File: src/rtl/stream_pkg.sv
// Shared stream constants: channel select encodings and default payload width.
package stream_pkg;

  localparam int   DW_DEFAULT = 8;
  localparam logic SEL_CH0    = 1'b0;
  localparam logic SEL_CH1    = 1'b1;

endpackage

File: src/rtl/stream_mux2x1_rr_if.sv
// Bundle of the two source channels and the merged output channel of stream_mux2x1_rr.
interface stream_mux2x1_rr_if
  import stream_pkg::*;
#(
  parameter int DW = DW_DEFAULT
);

  // A beat moves on a rising clk edge where valid && ready. A source holds
  // valid without looking at ready; ready may depend on valid.
  logic          in0_valid;
  logic [DW-1:0] in0_data;
  logic          in0_ready;
  logic          in1_valid;
  logic [DW-1:0] in1_data;
  logic          in1_ready;
  logic          out_valid;
  logic [DW-1:0] out_data;
  logic          out_sel;
  logic          out_ready;

  modport slave (
    input  in0_valid, in0_data, in1_valid, in1_data, out_ready,
    output in0_ready, in1_ready, out_valid, out_data, out_sel
  );

  modport master (
    output in0_valid, in0_data, in1_valid, in1_data, out_ready,
    input  in0_ready, in1_ready, out_valid, out_data, out_sel
  );

endinterface

File: src/rtl/stream_mux2x1_rr_arb2.sv
// Combinational two-requester arbiter, one-hot grant. Round-robin by default;
// STREAM_MUX2X1_FIXED_PRIO_EN selects fixed priority with channel 0 on top.
module rr_arb2
  import stream_pkg::*;
(
  input  logic [1:0] req,
  input  logic       last_grant,
  input  logic       enable,
  output logic [1:0] gnt
);

`ifdef STREAM_MUX2X1_FIXED_PRIO_EN
  logic unused_last_grant;
  assign unused_last_grant = last_grant;
`endif

  always_comb begin
    gnt = 2'b00;
    if (enable) begin
      case (req)
        2'b01:   gnt = 2'b01;
        2'b10:   gnt = 2'b10;
`ifdef STREAM_MUX2X1_FIXED_PRIO_EN
        2'b11:   gnt = 2'b01;
`else
        // On contention the channel that did not win last time goes next.
        2'b11:   gnt = (last_grant == SEL_CH1) ? 2'b01 : 2'b10;
`endif
        default: gnt = 2'b00;
      endcase
    end
  end

endmodule

File: src/rtl/stream_mux2x1_rr.sv
// Two-source to one-sink stream merge with a registered output and out_sel tag.
// Build option STREAM_MUX2X1_FIXED_PRIO_EN swaps round-robin for fixed priority.
module stream_mux2x1_rr
  import stream_pkg::*;
#(
  parameter int DW = DW_DEFAULT
) (
  input  logic                    clk,
  input  logic                    rst_n,
  stream_mux2x1_rr_if.slave       bus
);

  logic          out_valid_q,  out_valid_d;
  logic [DW-1:0] out_data_q,   out_data_d;
  logic          out_sel_q,    out_sel_d;
  logic          last_grant_q, last_grant_d;
  logic          load_ok;
  logic [1:0]    gnt;
  logic          xfer0, xfer1;

  // The register can take a new beat when empty or when its beat leaves this cycle.
  assign load_ok = !out_valid_q || bus.out_ready;

  rr_arb2 u_arb (
    .req        ({bus.in1_valid, bus.in0_valid}),
    .last_grant (last_grant_q),
    .enable     (load_ok && rst_n),
    .gnt        (gnt)
  );

  assign bus.in0_ready = gnt[0];
  assign bus.in1_ready = gnt[1];
  assign xfer0         = bus.in0_valid && gnt[0];
  assign xfer1         = bus.in1_valid && gnt[1];

  always_comb begin
    out_valid_d  = out_valid_q;
    out_data_d   = out_data_q;
    out_sel_d    = out_sel_q;
    last_grant_d = last_grant_q;
    if (out_valid_q && bus.out_ready) out_valid_d = 1'b0;
    if (xfer0) begin
      out_valid_d  = 1'b1;
      out_data_d   = bus.in0_data;
      out_sel_d    = SEL_CH0;
      last_grant_d = SEL_CH0;
    end else if (xfer1) begin
      out_valid_d  = 1'b1;
      out_data_d   = bus.in1_data;
      out_sel_d    = SEL_CH1;
      last_grant_d = SEL_CH1;
    end
  end

  always_ff @(posedge clk) begin
    if (!rst_n) begin
      out_valid_q  <= 1'b0;
      out_data_q   <= '0;
      out_sel_q    <= SEL_CH0;
      last_grant_q <= SEL_CH1;
    end else begin
      out_valid_q  <= out_valid_d;
      out_data_q   <= out_data_d;
      out_sel_q    <= out_sel_d;
      last_grant_q <= last_grant_d;
    end
  end

  assign bus.out_valid = out_valid_q;
  assign bus.out_data  = out_data_q;
  assign bus.out_sel   = out_sel_q;

endmodule

File: src/flat_wrapper.sv
// flat-port wrapper written by rule: the top's interface ports become plain ports
module stream_mux2x1_rr_flat import stream_pkg::*;
#(
  parameter int DW = DW_DEFAULT
)
  (clk, rst_n, bus_in0_valid, bus_in0_data, bus_in1_valid, bus_in1_data, bus_out_ready, bus_in0_ready, bus_in1_ready, bus_out_valid, bus_out_data, bus_out_sel);
  stream_mux2x1_rr_if #(.DW(DW)) bus_i ();
  input  logic clk;
  input  logic rst_n;
  input wire logic [$bits(bus_i.in0_valid)-1:0] bus_in0_valid;
  input wire logic [$bits(bus_i.in0_data)-1:0] bus_in0_data;
  input wire logic [$bits(bus_i.in1_valid)-1:0] bus_in1_valid;
  input wire logic [$bits(bus_i.in1_data)-1:0] bus_in1_data;
  input wire logic [$bits(bus_i.out_ready)-1:0] bus_out_ready;
  output wire logic [$bits(bus_i.in0_ready)-1:0] bus_in0_ready;
  output wire logic [$bits(bus_i.in1_ready)-1:0] bus_in1_ready;
  output wire logic [$bits(bus_i.out_valid)-1:0] bus_out_valid;
  output wire logic [$bits(bus_i.out_data)-1:0] bus_out_data;
  output wire logic [$bits(bus_i.out_sel)-1:0] bus_out_sel;
  assign bus_i.in0_valid = bus_in0_valid;
  assign bus_i.in0_data = bus_in0_data;
  assign bus_i.in1_valid = bus_in1_valid;
  assign bus_i.in1_data = bus_in1_data;
  assign bus_i.out_ready = bus_out_ready;
  assign bus_in0_ready = bus_i.in0_ready;
  assign bus_in1_ready = bus_i.in1_ready;
  assign bus_out_valid = bus_i.out_valid;
  assign bus_out_data = bus_i.out_data;
  assign bus_out_sel = bus_i.out_sel;
  stream_mux2x1_rr #(.DW(DW)) u_core (.clk(clk), .rst_n(rst_n), .bus(bus_i));
endmodule
File: config.mk
export PLATFORM = sky130hd
export DESIGN_NAME = stream_mux2x1_rr_flat
export DESIGN_NICKNAME = d
export VERILOG_FILES = /design/src/rtl/stream_pkg.sv /design/src/rtl/stream_mux2x1_rr_if.sv /design/src/rtl/stream_mux2x1_rr_arb2.sv /design/src/rtl/stream_mux2x1_rr.sv /design/src/flat_wrapper.sv
export SDC_FILE = /design/constraint.sdc
export NUM_CORES = 1
export LEC_CHECK = 0
export ABC_AREA = 1
export BUFFER_PORTS_ARGS = -buffer_cell sky130_fd_sc_hd__clkbuf_2
export CAP_MARGIN = 0
export CORE_MARGIN = 2
export CORE_UTILIZATION = 44
export CTS_BUF_LIST = sky130_fd_sc_hd__clkbuf_8
export CTS_CLUSTER_DIAMETER = 80
export CTS_CLUSTER_SIZE = 25
export DETAILED_ROUTE_END_ITERATION = 8
export PLACE_DENSITY_LB_ADDON = 0.15
export REMOVE_ABC_BUFFERS = 1
export SETUP_SLACK_MARGIN = 0.02
export SLEW_MARGIN = 15
export SYNTH_ARGS = -nofsm -noshare
export SYNTH_HDL_FRONTEND = slang
export SYNTH_SLANG_ARGS = --single-unit
File: constraint.sdc
create_clock -name clk -period 1.5 [get_ports clk]
set_clock_uncertainty 0.05 [all_clocks]
set_input_delay 0.075 -clock clk [delete_from_list [all_inputs] [get_ports clk]]
set_output_delay 0.075 -clock clk [all_outputs]
set_load 0.1 [all_outputs]
# Yosys cells after proc, flatten, opt, wreduce, memory -nomap -nowiden
# Cells that the tools add are included.
[totals]
output_inout_bits = 12
register_bits = 11
input_bits = 21
[classes]
bitwise = 1
n_mux = 10
n_reduce_logical = 9
n_eq_ne = 3
[op_table]
columns = ["cell", "count"]
rows = [
  ["$mux 8", 2],
  ["$pmux 2 s3", 1],
  ["$mux 1", 5],
  ["$eq 2x2->1 const B", 2],
  ["$logic_and 1x1->1", 4],
  ["$mux 2", 2],
  ["$reduce_bool 3->1", 1],
  ["$eq 2x1->1 const B", 1],
  ["$reduce_bool 2->1", 1],
  ["$reduce_or 2->1", 1],
  ["$logic_not 1->1", 1],
  ["$logic_or 1x1->1", 1],
  ["$not 1->1", 1],
]

# Longest topological paths before layout
[logic_depth]
word_depth = 7
depth_mapped = 9

# By module
# Synthesis repeated with hierarchy kept, for this count alone.
[hier_totals]
hier_cells = 97
area_unflattened_um2 = 610.6
[modules_own_cells]
columns = ["module", "seq_area_each_um2", "instances", "area_each_um2", "cells_per_inst"]
rows = [
  ["stream_mux2x1_rr", 220.2, 1, 589.3, 92],
  ["rr_arb2", 0.0, 1, 21.3, 5],
]

# Least setup slack after synthesis
# No wires, ideal clock.
[synth_timing]
path_type = "register to register"
from = "reg u_core.out_valid_q, in the netlist u_core.bus.out_valid"
to = "reg u_core.out_sel_q, in the netlist u_core.bus.out_sel"
path_stages_with_launch = 6
path_slack_ps = -1230
synth_period_minus_slack_ps = 2730
arrival_time_ps = 2609
t_required_ps = 1380
path_cell_list = "dfxtp_1 > nand2_1 > nand2_2 > nor2_1 > o21ai_0 > nor2_1"
[synth_between]
elab_cells_between_ends = 7
cone_classes = "1 x mux; 6 x reduce/logical"
[synth_rtl]
columns = ["element", "line_no", "source"]
rows = [
  ["from (decl)", "stream_mux2x1_rr.sv:13", "logic out_valid_q, out_valid_d;"],
  ["from (signal assigned)", "stream_mux2x1_rr.sv:62", "out_valid_q <= out_valid_d;"],
  ["$logic_not 1->1", "stream_mux2x1_rr.sv:22", "assign load_ok = !out_valid_q || bus.out_ready;"],
  ["$logic_or 1x1->1", "stream_mux2x1_rr.sv:22", ""],
  ["$logic_and 1x1->1", "stream_mux2x1_rr.sv:27", ".enable (load_ok && rst_n),"],
  ["$mux 2", "stream_mux2x1_rr_arb2.sv:19", "if (enable) begin"],
  ["via bus_in1_ready", "flat_wrapper.sv:16", "output wire logic [$bits(bus_i.in1_ready)-1:0] bus_in1_ready;"],
  ["$logic_and 1x1->1", "stream_mux2x1_rr.sv:34", "assign xfer1 = bus.in1_valid && gnt[1];"],
  ["to (signal assigned)", "stream_mux2x1_rr.sv:64", "out_sel_q <= out_sel_d;"],
  ["to (decl)", "stream_mux2x1_rr.sv:15", "logic out_sel_q, out_sel_d;"],
]
# The timed path passes the listed nets, and every way through them passes these cells.
# A chain may end at the register's enable or synchronous reset.

# Worst setup path in the final report
[layout_timing]
from = "reg u_core.out_valid_q, in the netlist u_core.bus.out_valid"
to = "out bus_in1_ready"
[layout_between]
elab_chain_len = 4
[layout_lines]
columns = ["element", "line_no"]
rows = [
  ["$logic_not 1->1", "stream_mux2x1_rr.sv:22"],
  ["$logic_or 1x1->1", "stream_mux2x1_rr.sv:22"],
  ["$logic_and 1x1->1", "stream_mux2x1_rr.sv:27"],
  ["$mux 2", "stream_mux2x1_rr_arb2.sv:19"],
  ["to (decl)", "flat_wrapper.sv:16"],
]
# Every way passes these cells.

==> results by group <==
Global routing
  • GR Util All Layers: approximately a fifth
  • First-pass GRT wire length: between 2 and 2.5 mm
  • Pin count of the biggest net entering global routing: 10
  • Initial antenna violation count: 0
  • Global route total overflow: 0
  • Vias in the first global route: 504

Floorplanning
  • CORE AREA: 1270 µm²
  • Die width: a little over 40 µm
  • Ports: 33
  • Initial cell density of the core: about 46%
  • Die Area: 1620 µm²
  • Row cnt: 13
  • Die height: around 40 µm

Placed design
  • PortBufs: 32
  • Post-Place Setup Slack: slightly below 300 ps
  • DP HPWL: ~1.1 mm
  • Gp weighted congestion: around 0.71

Clock tree
  • Htree depth: 1
  • Longest Clk Path Bufs: 2
  • CTS Buf Count: 3
  • Post-CTS Setup Repair Bufs: 0
  • CTS sink cnt: 11
  • Clock Pin Slew Worst Setup and Hold Paths: ~50 ps
  • Worst skew pair latency: ~240 ps
  • CTS tree: built
  • CTS hold repair buffers: 0
  • Root Buffer: clkbuf_8
  • Post-CTS sizing: 0

Hold path
  • Min-Delay Path Depth: 2
  • Min-Delay Path Class: input pin to register

Drt
  • Routed wl met2: around 640 µm
  • Vias per cell: 4.77
  • Highest routed layer: met4
  • Total wire length: approximately 1.4 mm
  • Final ANT Viol Nets: 0
  • Drt first pass iters: 4
  • Metal1 wirelength: roughly 660 µm
  • DR vias: between 600 and 700
  • DR WL/cell: 10.2 µm
  • DR iter-0 viols: 20
  • Residual DRC count: 0
  • WL met3: between 100 and 150 µm

Pwr
  • Sw frac: about two fifths
  • Clock group share of total power: 30.2%
  • Overall power: around 1000 µW
  • P_leak: between 0.4 and 0.5 nW
  • Power Density: about 1200 nW/µm²
  • Peak VDD IR: 0.000862 V
  • Sequential share of power: 33.3%
  • NetSw: roughly 410 µW
  • Pint: between 500 and 600 µW
  • Comb pwr share: between 30% and 40%

STA
  • Setup-failing EPs final: 0
  • Max Slew Vio Count: 0
  • RSZ-0062 raised after global routing: yes
  • Final Cycle Share: 93.7%
  • Max Freq: 712 MHz
  • Min setup slack post-route: between 90 and 100 ps
  • Worst slew pin tran: ~540 ps
  • Final hold violation count: 0
  • Tmin final: about 1400 ps
  • Slew HR: 64.0%

Synthesis
  • Mux cell area share after synthesis: 0%
  • Mapped Cells: 89
  • Post-synth top area cell: dfxtp_1
  • Synth unique cells: 13
  • Yosys warnings: 0
  • Synth Area in Adders: 0%
  • Xor and xnor area share after synthesis: 0%
  • Register bit total from synthesis: 11
  • Mapped Area: between 500 and 600 µm²
  • Sequential area share after synthesis: 38.0%
  • Synth Area per Inst: 6.51 µm²
  • Synth Area in Compound Gates: around an eighth
  • Top-area cell type share of the netlist area: a little under two fifths
  • Post-synthesis simple-gate area fraction: between 30% and 40%
  • Largest family of logic cells by synthesized area: simple AND/OR/NAND/NOR gates
  • Synth area leaders: dfxtp_1, nand3_1, nand2_1

Setup path
  • Crit path from: u_core.bus.out_valid
  • Worst Reg-to-Reg Cells: 6
  • Reg2reg start: u_core.bus.out_valid
  • CP Data Required Time: approximately 1400 ps
  • RR Endpoint: u_core.bus.out_data[3]
  • Setup Crit Path Kind: register to output port
  • CP Capture Type: output port
  • Crit path max fanout: 3
  • Crit path to: bus_in1_ready
  • Register-to-register setup slack: 270 ps
  • Worst path arrival time: ~1300 ps
  • CP startpoint kind: register

Layout
  • Utilization after layout: 65.9%
  • Commonest cells after routing, fill and taps aside: clkbuf_2, inv_1, nand2_1
  • Diode count: 0
  • Final #Nets: roughly 150
  • Area growth syn-to-layout: 44.3%
  • Fillers: 126
  • Layout cells sized above 1: between 30% and 40%
  • Most common cell after layout, fill and taps aside: clkbuf_2

Job
  • Max Cap Viol: 0

Outcome
  • Status: finished clean
per-layer routing:
metal,vias up,track usage [%]
li1,353,-
met1,287,23.8
met2,24,29.4
met3,4,3.89
met4,0,15.0
met5,-,0
stage by stage:
| stage | instances | area [µm²] | hold slack (ps) | setup TNS, ps |
|---|---|---|---|---|
| after floorplan | 89 | 579 | 121 | -6010 |
| after global placement | 136 | 788 | 297 | 0 |
| after detailed placement | 136 | 788 | 305 | 0 |
| after CTS | 140 | 833 | 51.6 | 0 |
| after global routing | 140 | 836 | 80.2 | 0 |
| final | 140 | 836 | 58.2 | 0 |
worst max-delay path: stages, from the launching register on:
cell and delay, ps:
dfxtp_1 310, nand2_1 120, nand2_2 100, nor2_1 280
buf_12 220
flip-flops by register name (all words and copies together) (netlist names):
signal and flops:
u_core.bus.out_valid 1, u_core.bus.out_sel 1, u_core.bus.out_data 8, u_core.last_grant_q 1
logic make-up (layout without fill, tap and decap cells):
| family | count (synthesis) | count (layout) |
|---|---|---|
| flip-flops | 11 | 11 |
| buffers and inverters | 22 | 58 |
| AND/OR/NAND/NOR | 43 | 43 |
| AO/OA/AOI/OAI | 13 | 13 |
power groups by stage:
stage	logic, mW	registers (mW)	clock network, mW
after floorplan	0.118	0.497	0
after global placement	0.360	0.336	0
after detailed placement	0.363	0.338	0
after CTS	0.364	0.332	0.302
after global routing	0.386	0.335	0.310
final	0.363	0.332	0.300
synth_stat cells:
cell type and instances:
a21oi_1 10, a21oi_2 1, clkinv_1 1, dfxtp_1 11
inv_1 19, inv_2 2, nand2_1 20, nand2_2 1
nand2_4 2, nand3_1 17, nor2_1 3, o211ai_2 1
o21ai_0 1
worst min path at each step:
stage	startpoint	to	slack (ps)
final	rst_n	u_core.last_grant_q	60
after floorplan	rst_n	u_core.last_grant_q	120
after detailed placement	rst_n	u_core.last_grant_q	310
after CTS	rst_n	u_core.last_grant_q	50
after global placement	rst_n	u_core.last_grant_q	300
after global routing	bus_in1_data[6]	u_core.bus.out_data[6]	80
cell type report:
cell class / instances / area, µm² / share of cell area (%)
clock buffer: 3 / 41.3 / 4.94
timing repair buffer: 32 / 190 / 22.8
tap: 15 / 18.8 / 2.25
clock inverter: 1 / 3.75 / 0.449
inverter: 22 / 85.1 / 10.2
multi-input combinational: 56 / 277 / 33.1
sequential: 11 / 220 / 26.3
Power figures use the tool's default switching activity.
